<file path="config.mk">
export PLATFORM = sky130hd
export DESIGN_NAME = serial_addsub
export DESIGN_NICKNAME = d
export VERILOG_FILES = /design/src/rtl/serial_addsub_pkg.sv /design/src/rtl/fa.sv /design/src/rtl/serial_addsub.sv
export SDC_FILE = /design/constraint.sdc
export NUM_CORES = 1
export LEC_CHECK = 0
export ABC_AREA = 1
export ABC_CLOCK_PERIOD_IN_PS = 1250
export CAP_MARGIN = 20
export CORE_ASPECT_RATIO = 0.5
export CORE_MARGIN = 2
export CORE_UTILIZATION = 40
export CTS_CLUSTER_SIZE = 24
export DETAILED_ROUTE_END_ITERATION = 16
export PLACE_DENSITY = 0.61
export SLEW_MARGIN = 20
export SYNTH_ARGS = -nofsm -noshare
export SYNTH_HDL_FRONTEND = slang
export SYNTH_SLANG_ARGS = --single-unit
</file>
<file path="constraint.sdc">
create_clock -name i_clk -period 1.25 [get_ports i_clk]
set_input_delay 0.1875 -clock i_clk [delete_from_list [all_inputs] [get_ports i_clk]]
set_output_delay 0.1875 -clock i_clk [all_outputs]
set_load 0.1 [all_outputs]
</file>
<file path="src/rtl/serial_addsub_pkg.sv">
// Shared definitions for the bit-serial add/subtract unit.
package serial_addsub_pkg;

  // Default operand width, matching the 4-bit ripple-carry parallel adder it sits beside.
  localparam int unsigned DefaultWidth = 4;

  // State encodings.
  localparam logic [1:0] IDLE = 2'd0;
  localparam logic [1:0] RUN  = 2'd1;
  localparam logic [1:0] DONE = 2'd2;

  typedef enum logic [1:0] {
    StIdle = IDLE,
    StRun  = RUN,
    StDone = DONE
  } state_e;

  // Bit-counter width; a single bit is kept even for degenerate widths.
  function automatic int unsigned cnt_width(input int unsigned width);
    return (width > 1) ? $clog2(width) : 1;
  endfunction

endpackage

</file>
<file path="src/rtl/fa.sv">
// Single-bit full-adder cell; the only arithmetic element of the serial unit.
module fa (
  input  logic i_a,
  input  logic i_b,
  input  logic i_ci,
  output logic o_s,
  output logic o_co
);

  logic w_p;

  // Propagate term shared by sum and carry.
  assign w_p  = i_a ^ i_b;
  assign o_s  = w_p ^ i_ci;
  assign o_co = (i_a & i_b) | (w_p & i_ci);

endmodule

</file>
<file path="src/rtl/serial_addsub.sv">
// Bit-serial add/subtract: one full-adder cell plus a carry flop, LSB first,
// one bit per clock. Subtraction is a + ~b + ~cin, so cout is a no-borrow flag.
module serial_addsub
  import serial_addsub_pkg::*;
#(
  parameter int unsigned WIDTH = DefaultWidth
) (
  input  logic             i_clk,
  input  logic             i_rst_n,
  input  logic             i_start,
  input  logic             i_sub,
  input  logic [WIDTH-1:0] i_a,
  input  logic [WIDTH-1:0] i_b,
  input  logic             i_cin,
  output logic [WIDTH-1:0] o_s,
  output logic             o_cout,
  output logic             o_busy,
  output logic             o_done
);

  localparam int unsigned CntW = cnt_width(WIDTH);
  localparam logic [CntW-1:0] LastCnt = CntW'(WIDTH - 1);

  // Architectural state.
  state_e           r_state;
  logic [WIDTH-1:0] r_a;
  logic [WIDTH-1:0] r_b;
  logic [WIDTH-1:0] r_r;
  logic             r_carry;
  logic [CntW-1:0]  r_cnt;
  logic [WIDTH-1:0] r_s;
  logic             r_cout;
  logic             r_busy;
  logic             r_done;

  // Next-state values.
  state_e           w_state_d;
  logic [WIDTH-1:0] w_a_d;
  logic [WIDTH-1:0] w_b_d;
  logic [WIDTH-1:0] w_r_d;
  logic             w_carry_d;
  logic [CntW-1:0]  w_cnt_d;
  logic [WIDTH-1:0] w_s_d;
  logic             w_cout_d;
  logic             w_busy_d;
  logic             w_done_d;

  // Full-adder cell outputs for the current bit.
  logic             w_sum;
  logic             w_co;
  logic             w_last;

  fa u_fa (
    .i_a  (r_a[0]),
    .i_b  (r_b[0]),
    .i_ci (r_carry),
    .o_s  (w_sum),
    .o_co (w_co)
  );

  assign w_last = (r_cnt == LastCnt);

  // Next-state and datapath decode; everything holds unless a branch says otherwise.
  always_comb begin
    w_state_d = r_state;
    w_a_d     = r_a;
    w_b_d     = r_b;
    w_r_d     = r_r;
    w_carry_d = r_carry;
    w_cnt_d   = r_cnt;
    w_s_d     = r_s;
    w_cout_d  = r_cout;

    unique case (r_state)
      StIdle, StDone: begin
        if (i_start) begin
          // Accept: operands are captured here and ignored for the rest of the op.
          w_state_d = StRun;
          w_a_d     = i_a;
          w_b_d     = i_sub ? ~i_b : i_b;
          w_carry_d = i_cin ^ i_sub;
          w_cnt_d   = '0;
          w_r_d     = '0;
        end else begin
          w_state_d = StIdle;
        end
      end
      StRun: begin
        w_r_d     = {w_sum, r_r[WIDTH-1:1]};
        w_carry_d = w_co;
        w_a_d     = {1'b0, r_a[WIDTH-1:1]};
        w_b_d     = {1'b0, r_b[WIDTH-1:1]};
        w_cnt_d   = r_cnt + CntW'(1);
        if (w_last) begin
          // Publish the result on the edge that consumes the MSB.
          w_state_d = StDone;
          w_s_d     = {w_sum, r_r[WIDTH-1:1]};
          w_cout_d  = w_co;
        end
      end
      default: begin
        w_state_d = StIdle;
      end
    endcase

    // Status flags are registered from the next state so outputs come straight off flops.
    w_busy_d = (w_state_d == StRun);
    w_done_d = (w_state_d == StDone);
  end

  // State register.
  always_ff @(posedge i_clk or negedge i_rst_n) begin
    if (!i_rst_n) begin
      r_state <= StIdle;
    end else begin
      r_state <= w_state_d;
    end
  end

  // Datapath and output registers.
  always_ff @(posedge i_clk or negedge i_rst_n) begin
    if (!i_rst_n) begin
      r_a     <= '0;
      r_b     <= '0;
      r_r     <= '0;
      r_carry <= 1'b0;
      r_cnt   <= '0;
      r_s     <= '0;
      r_cout  <= 1'b0;
      r_busy  <= 1'b0;
      r_done  <= 1'b0;
    end else begin
      r_a     <= w_a_d;
      r_b     <= w_b_d;
      r_r     <= w_r_d;
      r_carry <= w_carry_d;
      r_cnt   <= w_cnt_d;
      r_s     <= w_s_d;
      r_cout  <= w_cout_d;
      r_busy  <= w_busy_d;
      r_done  <= w_done_d;
    end
  end

  assign o_s    = r_s;
  assign o_cout = r_cout;
  assign o_busy = r_busy;
  assign o_done = r_done;

endmodule

</file>
==> metrics.md <==
| Metric | Value |
|---|---|
| Initial antenna violation count | 0 |
| DR WL/cell | 9.69 µm |
| Status | finished clean |
| Clock-pin slew on the worst setup and hold paths | 0.08 ns |
| Worst Hold Class | in2async |
| Post-Syn Area | 1040 µm² |
| Clock Path Buffers | 2 |
| Vert. Die Dim | 40.1 µm |
| Hold-fix buffers, CTS | 0 |
| Slew Viols, Final | 0 |
| # rows | 13 |
| Area of the multi-input gates | 420 µm² |
| Syn_nets | 140 |
| Pin count of the biggest net entering global routing | 24 |
| TritonCTS Buffers | 3 |
| Post-CTS Resized | 0 |
| Synth Warn # | 0 |
| Width of the die | 76.3 µm |
| Worst path required time | 1.45 ns |
| Initial Util | 41.2% |
| Die Footprint | 3060 µm² |
| Fill cells | 243 |
| RSZ-0062 raised after global routing | no |
| R2r endpoint | r_r[3] |
| Maxcap violations | 0 |
| Worst skew pair latency | 0.26 ns |
| Static leakage | 0.741 nW |
| Tmin final | 1.18 ns |
| Nature of the critical path endpoint | register |
| Most used cell, CP | nand2_1 |
| Vias in the first global route | 678 |
| Final hold vios | 0 |
| CP arrival | 1.38 ns |
| Worst reg2reg path depth | 3 |
| Final Cycle Share | 94.3% |
| PnR worst setup slack | 0.0712 ns |
| Post CTS Setup Buffer Count | 0 |
| Detailed placement HPWL | 1.39 mm |
| #FFs+latches synth | 23 |
| Antenna diodes | 0 |
| Cell count after synthesis | 125 |
| Clk_skew | 0.00149 ns |
| CP max FO | 2 |
| Num Clock Sinks | 23 |
| First-pass GRT wire length | 3.18 mm |
| Critical path buffers and inverters | 0 |
| Number of nets in the layout | 168 |
| Via Count | 836 |
| Max IR drop VDD | 0.00109 V |
| Count of final setup violators | 0 |
| First-pass iteration count of the detailed router | 4 |
| Post-DRT Antenna Nets | 0 |
| R2R setup slack | 0.07 ns |
| Yosys cell types | 13 |
| H-Tree Level Count | 1 |
| CTS tree | done |
| Final TNS setup | 0 ns |
| Area Growth Syn to Fin | 36.5% |
| Reg area | 576 µm² |
| Io pins | 20 |
| PortBufs | 19 |
| P per Cell Area | 2840 nW/µm² |
| Crit-path slowest cell | fa_1 |
| FF-to-FF Start | r_carry |
| Setup Crit Path Kind | reg2reg |
| Root buffer cell | clkbuf_8 |
| DR DRC count | 0 |
| Register area share after synthesis | 55.1% |
| DR iter-0 viols | 30 |
| Share of layout cells above drive strength 1 | 14.5% |
| Rel. slew slack | 77.7% |
| Nature of the critical path startpoint | register |
| Post-Syn Area per Cell | 8.36 µm² |
| Grt ovf | 0 |
| CP cell instances | fa_1 > nand2_1 > nand2_1 |
| Total GRT Usage | 14.0% |
| Final GP Congestion | 0.749 |
| Critical Path Max Stage Delay | 0.59 ns |
| Max Fclk | 848 MHz |
| Cell family with most CP delay | adder cells |
| Place WS | -0.108 ns |
| Via/cell ratio | 4.42 |
| Core area | 2540 µm² |
| Routed WL | 1.83 mm |
| Slew @ Worst Pin | 0.333 ns |
flip-flops by register name, summed over array words and instances (netlist names):
name	cells
r_b	4
r_carry	1
o_cout	1
o_done	1
r_cnt	2
r_a	4
o_s	4
o_busy	1
r_r	3
r_state	2
kinds of logic after synthesis:
kind of cell | count (synthesis) | synth area share [%]
compound gates | 3 | 1.44
fa+ha+maj | 2 | 3.11
buf+inv | 13 | 4.67
simple gates | 84 | 35.7
flops | 23 | 55.1
cell usage after synthesis:
| cell | instances | area, µm² |
|---|---|---|
| a21oi_1 | 1 | 5.00 |
| dfrtp_1 | 23 | 576 |
| fa_1 | 1 | 20.0 |
| ha_1 | 1 | 12.5 |
| inv_1 | 11 | 41.3 |
| inv_2 | 2 | 7.51 |
| nand2_1 | 55 | 206 |
| nand2_2 | 2 | 12.5 |
| nand2_4 | 2 | 22.5 |
| nand3_1 | 18 | 90.1 |
| nor2_1 | 5 | 18.8 |
| nor2_4 | 2 | 22.5 |
| o21ai_0 | 2 | 10.0 |
through the flow:
stage	total power [mW]	std cells	cell area (µm²)	utilization, %	hold slack, ns
after floorplan	2.81	125	1040	-	-0.108
after global placement	3.60	185	1380	54.4	0.458
after detailed placement	3.63	185	1380	54.4	0.459
after CTS	4.09	189	1430	56.2	0.270
after global routing	4.33	189	1430	56.2	0.293
final	4.05	189	1430	56.2	0.268
routing by layer:
layer	share of wire [%]	vias to the layer above	global-route usage [%]
met1	55	376	19.5
met2	40	16	21.9
met5	0	-	0
li1	-	441	-
met3	4.5	3	4.73
met4	0.55	0	2.73
layout make-up:
| type | count | share of cell area, % |
|---|---|---|
| Clock buffer | 4 | 3.16 |
| Inverter | 13 | 3.42 |
| Multi-Input combinational cell | 89 | 29.5 |
| Sequential cell | 23 | 40.4 |
| Tap cell | 37 | 3.25 |
| Timing Repair Buffer | 23 | 20.4 |
how the worst max path moves through the flow:
stage / slack (ns) / end / from / cells after the start
floorplan: 0.09 / o_cout / o_cout / 2
global placement: -0.04 / r_b[2] / i_start / 5
detailed placement: -0.11 / r_b[0] / i_start / 5
CTS: 0.07 / r_r[3] / r_carry / 3
global route: 0.004 / r_a[1] / r_state[1] / 6
finish: 0.07 / r_r[3] / r_carry / 3
placed cells by master (no fill, tap or decap):
cell type,count
nand2_1,55
dfrtp_1,23
nand3_1,18
clkdlybuf4s50_1,12
inv_1,11
buf_12,7
nor2_1,5
buf_4,4
clkbuf_8,3
nand2_2,2
nor2_4,2
inv_2,2
nand2_4,2
o21ai_0,2
a21oi_1,1
fa_1,1
ha_1,1
clkbuf_1,1
power breakdown:
part | internal [mW] | switching, mW
clock | 0.227 | 0.224
combinational | 0.803 | 1.45
sequential | 1.09 | 0.258
total | 2.12 | 1.94
Note: power is estimated with default switching activity, not from simulation.
